## config.mk

```make
export PLATFORM = sky130hd
export DESIGN_NAME = delay_line_vec
export DESIGN_NICKNAME = d
export VERILOG_FILES = /design/src/rtl/delay_line_vec.sv
export SDC_FILE = /design/constraint.sdc
export NUM_CORES = 1
export LEC_CHECK = 0
export ABC_CLOCK_PERIOD_IN_PS = 5090
export BUFFER_PORTS_ARGS = -buffer_cell sky130_fd_sc_hd__buf_2
export CAP_MARGIN = 20
export CORE_MARGIN = 5
export CORE_UTILIZATION = 40
export CTS_CLUSTER_DIAMETER = 30
export DETAILED_ROUTE_END_ITERATION = 8
export SYNTH_ARGS = -nofsm -noshare
export SYNTH_HDL_FRONTEND = slang
export SYNTH_SLANG_ARGS = --single-unit
```

## constraint.sdc

```tcl
create_clock -name clk -period 5.09 [get_ports clk]
set_input_delay 1.2725 -clock clk [delete_from_list [all_inputs] [get_ports clk]]
set_output_delay 1.2725 -clock clk [all_outputs]
set_load 0.03 [all_outputs]
```

## src/rtl/delay_line_vec.sv

```systemverilog
// Multi-stage delay line for paired operand vectors with per-stage valid, stall, flush and run-time tap select.
// Latency tap_sel+1 advancing cycles; en=0 stalls every stage, flush clears valids (data still shifts when en=1).
module delay_line_vec #(
    parameter int REG_WIDTH = 16,
    parameter int VECTOR    = 2,
    parameter int DEPTH     = 4,
    localparam int TW = $clog2(DEPTH),
    localparam int CW = $clog2(DEPTH + 1)
) (
    input  logic                                clk,
    input  logic                                rst,
    input  logic                                en,
    input  logic                                flush,
    input  logic                                in_valid,
    input  logic [VECTOR-1:0][REG_WIDTH-1:0]    a_in,
    input  logic [VECTOR-1:0][REG_WIDTH-1:0]    b_in,
    input  logic [TW-1:0]                       tap_sel,
    output logic [VECTOR-1:0][REG_WIDTH-1:0]    a_out,
    output logic [VECTOR-1:0][REG_WIDTH-1:0]    b_out,
    output logic                                out_valid,
    output logic [CW-1:0]                       fill,
    output logic                                full
);

    logic [VECTOR-1:0][REG_WIDTH-1:0] a_q [DEPTH];
    logic [VECTOR-1:0][REG_WIDTH-1:0] b_q [DEPTH];
    logic [VECTOR-1:0][REG_WIDTH-1:0] a_d [DEPTH];
    logic [VECTOR-1:0][REG_WIDTH-1:0] b_d [DEPTH];
    logic [DEPTH-1:0]                 v_q;
    logic [DEPTH-1:0]                 v_d;
    logic [CW-1:0]                    fill_q;
    logic [CW-1:0]                    fill_d;

    always_comb begin
        a_d    = a_q;
        b_d    = b_q;
        v_d    = v_q;
        fill_d = fill_q;
        if (en) begin
            a_d[0] = a_in;
            b_d[0] = b_in;
            v_d    = {v_q[DEPTH-2:0], in_valid};
            for (int i = 1; i < DEPTH; i++) begin
                a_d[i] = a_q[i-1];
                b_d[i] = b_q[i-1];
            end
            // The valid leaving the oldest stage balances the one entering, so fill cannot pass DEPTH.
            fill_d = fill_q + CW'(in_valid) - CW'(v_q[DEPTH-1]);
        end
        if (flush) begin
            v_d    = '0;
            fill_d = '0;
        end
    end

    always_ff @(posedge clk) begin
        if (rst) begin
            for (int i = 0; i < DEPTH; i++) begin
                a_q[i] <= '0;
                b_q[i] <= '0;
            end
            v_q    <= '0;
            fill_q <= '0;
        end else begin
            for (int i = 0; i < DEPTH; i++) begin
                a_q[i] <= a_d[i];
                b_q[i] <= b_d[i];
            end
            v_q    <= v_d;
            fill_q <= fill_d;
        end
    end

    // Unmatched tap values (only possible with non-power-of-2 DEPTH) fall through to the oldest stage.
    always_comb begin
        a_out     = a_q[DEPTH-1];
        b_out     = b_q[DEPTH-1];
        out_valid = v_q[DEPTH-1];
        for (int i = 0; i < DEPTH; i++) begin
            if (tap_sel == TW'(i)) begin
                a_out     = a_q[i];
                b_out     = b_q[i];
                out_valid = v_q[i];
            end
        end
    end

    assign fill = fill_q;
    assign full = (fill_q == CW'(DEPTH));

endmodule

```

==> results of run 1 <==
cell families (layout without fill, tap and decap cells):
| logic type | after synthesis | in the layout | synth area share (%) |
|---|---|---|---|
| simple gates | 265 | 265 | 9.13 |
| xor+xnor | 1 | 1 | 0.0801 |
| compound gates | 2 | 2 | 0.194 |
| fa+ha+maj | 3 | 3 | 0.412 |
| mux | 327 | 327 | 37.4 |
| buf+inv | 79 | 264 | 4.70 |
| flops | 263 | 263 | 48.1 |
stage by stage:
step | std cells | instance area [sq um] | setup WS (ns) | util [%]
2_1_floorplan | 940 | 10900 | 1.60 | -
3_3_place_gp | 1357 | 11700 | 1.04 | 43.5
3_5_place_dp | 1357 | 11700 | 1.02 | 43.5
4_1_cts | 1466 | 13800 | 1.01 | 51.3
5_1_grt | 1466 | 13800 | 0.941 | 51.3
6_report | 1466 | 13800 | 1.07 | 51.3
registers in the layout, indices dropped and copies added, names as in the netlist:
register and flops:
fill 3, v_q 4, a_q 128, b_q 128
area by class of cell:
cell class | count | share of cell area (%)
multi-input combinational | 598 | 37.3
clock inverter | 33 | 3.21
timing repair buffer | 150 | 6.26
clock buffer | 76 | 11.9
inverter | 5 | 0.136
sequential | 263 | 38.1
tap | 341 | 3.09
synth_stat cells:
cell                       number  area [sq um]
sky130_fd_sc_hd__clkbuf_1      14          52.6
sky130_fd_sc_hd__a31o_1         1          8.76
sky130_fd_sc_hd__xnor2_1        1          8.76
sky130_fd_sc_hd__buf_6         12           135
sky130_fd_sc_hd__inv_1          5          18.8
sky130_fd_sc_hd__dfxtp_1      263          5270
sky130_fd_sc_hd__buf_2         21           105
sky130_fd_sc_hd__nor2_1       263           987
sky130_fd_sc_hd__ha_1           2          25.0
sky130_fd_sc_hd__mux4_2        65          1460
sky130_fd_sc_hd__nor3_1         1          5.00
sky130_fd_sc_hd__buf_4         27           203
sky130_fd_sc_hd__a211oi_2       1          12.5
sky130_fd_sc_hd__mux2i_1      262          2620
sky130_fd_sc_hd__or2_1          1          6.26
sky130_fd_sc_hd__fa_1           1          20.0
per-layer routing:
metal  share of wire, %  track usage (%)
met2                 46             22.7
met1                 47             18.7
met5                  0                0
met4                1.7             4.32
met3                5.2             4.20
cell usage in the layout, fill, tap and decap left out, drive strengths merged:
cell type / instances
nor2: 263
dfxtp: 263
mux2i: 262
buf: 149
clkbuf: 77
mux4: 65
clkinv: 11
clkinvlp: 9
bufinv: 9
inv: 9
ha: 2
nor3: 1
or2: 1
xnor2: 1
a211oi: 1
a31o: 1
fa: 1
how the worst max path moves through the flow:
stage,start,end,slack [ns],cells past startpoint
6_report,tap_sel[0],b_out[26],1.07,4
5_1_grt,tap_sel[0],b_out[26],0.94,4
4_1_cts,tap_sel[0],b_out[26],1.01,4
3_5_place_dp,tap_sel[0],b_out[26],1.02,4
3_3_place_gp,tap_sel[0],a_out[21],1.04,4
2_1_floorplan,tap_sel[0],a_out[15],1.60,3
critical path, stage by stage:
cell	delay [ns]
sky130_fd_sc_hd__buf_4	0.37
sky130_fd_sc_hd__buf_4	0.33
sky130_fd_sc_hd__mux4_2	0.54
sky130_fd_sc_hd__buf_2	0.20
where the power goes:
group	switching [mW]	leakage [nW]	internal, mW
clock	1.16	0.999	2.71
combinational	0.217	3.14	0.177
sequential	0.0431	2.14	2.13
total	1.42	6.28	5.02
==> summary by stage, run 1 <==
Run status
The flow ran to the end, and the final reports show no timing, DRC or antenna violations.

Clocking
TritonCTS built the clock tree. The clock reaches the later pin of the worst-skew pair after 0.55 ns. After clock tree synthesis, the flow added hold-fix buffers numbering 0.

The buffer count from post-CTS setup fixing is 0. The maximum root-to-sink buffer count is 3. Gates resized during post-CTS repair numbered 0.

The clock net in this run drives a total of 263 sinks. Clock tree synthesis selected as its root buffer the cell sky130_fd_sc_hd__clkbuf_16. The clock input transition at the sequential cells of the worst setup and hold paths is 0.05 ns. The total clock buffers created by CTS is 59. The clock tree synthesis step divided the H-tree into 2 levels.

Setup path
Data on the critical path is required at its endpoint by 3.82 ns. The worst register-to-register path has a setup slack of 3.14 ns. The critical register-to-register path endpoint is fill[2].

The startpoint type of the worst setup path is a primary input. The critical path in this run is classified as primary input to output port. Along the worst path, the maximum fanout reaches 21. STA puts the critical path data arrival time at 2.75 ns. The start of the worst register-to-register path is fill[0]. The type of element capturing the critical path is an output port. For the worst flop-to-flop path, the logic depth is 8.

Cells and area
The filler cell count is 2374. The footprint of the multi-input gates is 5160 sq um. The area of all sequential standard cells is 5270 sq um. At the end of the flow, the number of nets in the layout was 1151. Compared with the post-synthesis result, the final layout area differs by 26.3%.

The proportion of layout cells with a drive suffix above 1 is 28.2%. The number of antenna diodes in the final layout is 0.

Power and ir drop
The power per cell area is 466 nW/um^2. The overall power of the completed layout is 6.43 mW. The worst-case vdd ir drop is 332 uV. For this design the static power due to leakage is 6.28 nW.

Die
In this run the core area contains 60 standard-cell rows. The placeable core region is 27000 sq um. The die boundary width is 175 um. The die is 175 um tall. During I/O placement, the number of pins put on the boundary was 140. The die footprint is 30800 sq um. The initial utilization of the core area, before any placement, comes to 40.6%.

Worst hold path
The worst min-delay path endpoint is a_q[20]. The worst hold path was traced through 2 stages. The critical hold path startpoint is a_q[20]. The type of the worst min-delay path is flop to flop.

Global routing
After global routing the overflow that remains totals 0. The first-pass GRT wire length is 37.0 mm. The largest net degree at the start of global routing is 137. The via count of the first global-routing pass was 7393. Across every metal layer, demand over resource in global routing totals 14.2%. The initial antenna violation count is 0.

Synth
Yosys printed 0 warnings. The number of distinct library cell variants in the gate-level netlist after synthesis is 16. Synthesis produced 940 cells.

Sequential elements use 48.1% of the synthesized area. The netlist area before placement is 10900 sq um. The average instance in the mapped netlist occupies 11.6 sq um. The number of nets in the synthesized netlist is 1014.

The register bit total from synthesis is 263.

Timing
At the pin with the least slew margin, the transition time is 0.827 ns. The final-report hold violation count is 0. Setup violations remaining at the end of the flow were counted as 0. The count of pins over their slew limit is 0.

The period utilization is 78.9%. The clock period could shrink to 4.02 ns. Hold timing on the final database bottoms out at a slack of 0.484 ns. The achievable clock frequency is 0.249 GHz.

The worst relative slew slack is 44.8%. Setup repair after global routing left no endpoint under its margin. The clock arrives with 0.0211 ns of skew. After routing, the total negative slack on setup checks comes to 0 ns.

Place
The weighted congestion at the end of routability-driven global placement is 0.696. The HPWL after detailed placement is 12.9 mm. During placement, the flow inserted port buffers numbering 139.

Detailed routing
The number of antenna-violating nets in the routed design is 0. The average routed wire per standard cell is 14.9 um. The remaining routing DRC violations is 0. For this run, the detailed router's first-pass iteration total came to 4. After detailed routing, the number of vias per cell comes to 4.86.

The DRC marker count from the first detailed-route iteration is 366. The total length of routed wires is 21.8 mm. The routed layout has 7120 vias.

Job
The count of maximum capacitance violations is 0.
Note: power is estimated with default switching activity, not from simulation.
==> run 2, diff against run 1 <==
ABC_CLOCK_PERIOD_IN_PS = 3800   (was 5090)
clock period = 3.8 ns   (was 5.09 ns; I/O delays follow)
==> run 2 against run 1 <==
Net effect: register-to-register slack got worse by 1.3 ns; sequential share of layout area shrank 0.079 points; via count increased by 1.4%; utilization rose by 0.11 points; design area grew 0.21%; critical path depth down 1; hold slack better by 0.00053 ns; sequential power is 34% higher; first-iteration DRC count is 4.4% lower; critical path type unchanged; highest routed layer unchanged.
==> summary by stage, run 2 (synthesized netlist as in run 1, its figures left out) <==
Clocking
The number of buffers inserted for hold repair after clock tree synthesis is 0 (unchanged). The buffer count from post-CTS setup fixing is 0 (unchanged). The TritonCTS clock tree is done.

The latest clock arrival within the worst-skew pair is 0.55 ns (about the same). The count of H-tree levels built during CTS is 2 (unchanged). The number of sinks handled by clock tree synthesis is 263 (unchanged). The maximum root-to-sink buffer count is 3 (unchanged). The clock root buffer master is sky130_fd_sc_hd__clkbuf_16.

The number of gates resized after cts is 0 (unchanged). The clock input transition at the sequential cells of the worst setup and hold paths is 0.04 ns (about the same). The total clock buffers created by CTS is 56 (-5.1%).

Die
The die footprint came to 30800 sq um (unchanged). The chip height is 175 um (unchanged). The number of rows in the core area is 60 (unchanged).

The initial standard-cell utilization of the core is 40.6% (unchanged). The die boundary width is 175 um (unchanged). The number of placed I/O pins is 140 (unchanged). The placeable core region was 27000 sq um (unchanged).

Setup path
The start-to-end type of the worst setup path is primary input to output port. The data arrival time of the critical path is 2.20 ns (-0.55 ns). The maximum fanout count along the critical path was 24 (+14%). The number of buffer and inverter instances along the worst setup path was 2 (-1).

The startpoint type of the worst setup path is a primary input. The delay of the slowest critical-path stage is 0.58 ns (+0.04 ns). The kind of cell with the highest combined delay along the critical path is buffers and inverters. The largest individual stage delay along the critical path comes from the cell sky130_fd_sc_hd__mux4_2. STA classifies the critical path endpoint as an output port. The critical path goes through buf_4 -> mux4_2 -> buf_2. The critical path required time is 2.85 ns (-0.97 ns).

Power and ir drop
The part of the total power dissipated in the clock network is 59.6% (-0.5 points). The worst-case vdd ir drop came to 364 uV (+9.4%). The power per cell area was 615 nW/um^2 (+32%). The power share of the sequential group is 34.1% (+0.4 points). The switching share of total power was 22.6% (+0.55 points). The static leakage power came to 6.28 nW (+0.10%). The internal power is 6.59 mW (+31%). The combinational power share is 6.3% (+0.2 points). The switching power of the nets is 1.92 mW (+36%). The overall power of the completed layout is 8.52 mW (+32%).

Cells and area
The filler cell count is 2437 (+2.7%). The end-of-flow core utilization is 51.4% (+0.11 points). The layout-stage area growth over the synthesis result is 26.6%. The final cell count without fillers came to 1467 (+0.068%). The antenna diode count was 0 (unchanged). The final layout net count is 1152 (+0.087%). The footprint of the multi-input gates is 5160 sq um (unchanged).

The area of all sequential standard cells is 5270 sq um (unchanged). In the layout the commonest cells are sky130_fd_sc_hd__nor2_1 (263), sky130_fd_sc_hd__dfxtp_1 (263), sky130_fd_sc_hd__mux2i_1 (262). The proportion of layout cells with a drive suffix above 1 is 28.8% (+0.60 points). In the final layout, the registers with the most flip-flops are a_q (128), b_q (128), v_q (4).

Timing
The period utilization is 82.9%. The summed negative setup slack over all endpoints is 0 ns (unchanged). The achievable clock frequency is 0.318 GHz. The post-route worst hold slack is 0.484 ns (+0.000528 ns). The count of pins over their slew limit is 0 (unchanged). The transition time at the pin with the least slew margin came to 0.684 ns (-0.143 ns). The final-report hold violation count came to 0 (unchanged). The clock period minus final worst setup slack is 3.15 ns. The clock skew after layout came to 0.0162 ns (-0.00484 ns). The count of final setup violators was 0 (unchanged). The worst relative slew slack is 54.4% (+9.5 points). Setup repair after global routing left no endpoint under its margin.

Detailed routing
The DRC marker count from the first detailed-route iteration came to 350 (-4.4%). The count of TritonRoute iterations in the first routing pass is 6 (+2). The via count was 7222 (+1.4%).

The total length of routed wires was 22.1 mm (+1.4%). The number of antenna-violating nets in the routed design is 0 (unchanged). The average routed wire per standard cell is 15.1 um (+1.4%). The remaining routing DRC violations was 0 (unchanged). The average via count per standard cell is 4.92 (+1.4%).

Global routing
The remaining global-route overflow is 0 (unchanged). The global router's overall resource usage is 14.3% (+0.085 points). The first-pass GRT wire length is 36.9 mm (-0.45%). The largest net degree at the start of global routing is 100 (-27%). The initial antenna violation count is 0 (unchanged). The via count of the first global-routing pass is 7364 (-0.39%).

Worst hold path
The worst hold path belongs to the class flop to flop.

Place
The number of port buffers is 139 (unchanged). The total half-perimeter wirelength after legalization and detailed placement is 13.3 mm (+3.5%). The number of placed instances with taps included was 1361 (+0.29%). The weighted congestion at the end of routability-driven global placement came to 0.694 (-0.23%).

Run status
The flow ran to the end, and the final reports show no timing, DRC or antenna violations.

Job
The count of maximum capacitance violations came to 0 (unchanged).
## run 2: cell types whose count changed in the layout (fill, tap and decap cells not counted), sizes merged
cell | previous run | this run
clkinvlp | 9 | 12
clkbuf | 77 | 65
bufinv | 9 | 10
inv | 9 | 10
buf | 149 | 153
clkinv | 11 | 15
## run 2: tightest hold or removal path: stages (launching register included)
cell                      delay (ns)
sky130_fd_sc_hd__dfxtp_1        0.32
sky130_fd_sc_hd__mux2i_1        0.06
sky130_fd_sc_hd__nor2_1         0.07
## run 2: power groups by stage
stage               combinational [mW]  sequential [mW]  clock, mW
floorplan                        0.430             2.94          0
global placement                 0.542             2.96          0
detailed placement               0.547             2.96          0
CTS                              0.549             2.90       5.19
global route                     0.587             2.91       5.35
finish                           0.538             2.91       5.07
## run 2: path summary, 6_finish.rpt
kind              start         to  slack, ns  cells after the start
max reg2reg     fill[0]    fill[2]       1.82                      8
max          tap_sel[1]  a_out[26]       0.65                      3
min             a_q[16]    a_q[16]       0.48                      2
min reg2reg     a_q[16]    a_q[16]       0.48                      2
## run 2: per-layer routing
metal / GRT usage, % / up-vias / wire length [um]
met4: 5.04 / 0 / 557
met5: 0 / - / 0
met1: 18.7 / 3464 / 10200
met3: 3.87 / 43 / 1120
met2: 22.9 / 142 / 10200
li1: - / 3573 / -
## run 2: final cells by class
cell class                      instances  area share [%]
Multi-Input combinational cell        598            37.3
Tap cell                              341            3.08
Inverter                                5           0.136
Clock buffer                           64            10.8
Timing Repair Buffer                  154            6.82
Clock inverter                         42            3.91
Sequential cell                       263            38.0
## run 2: stage by stage
stage          area [sq um]  setup WS, ns
4_1_cts               13800         0.601
6_report              13800         0.650
2_1_floorplan         10900         0.959
3_3_place_gp          11800         0.623
5_1_grt               13800         0.551
3_5_place_dp          11800         0.605
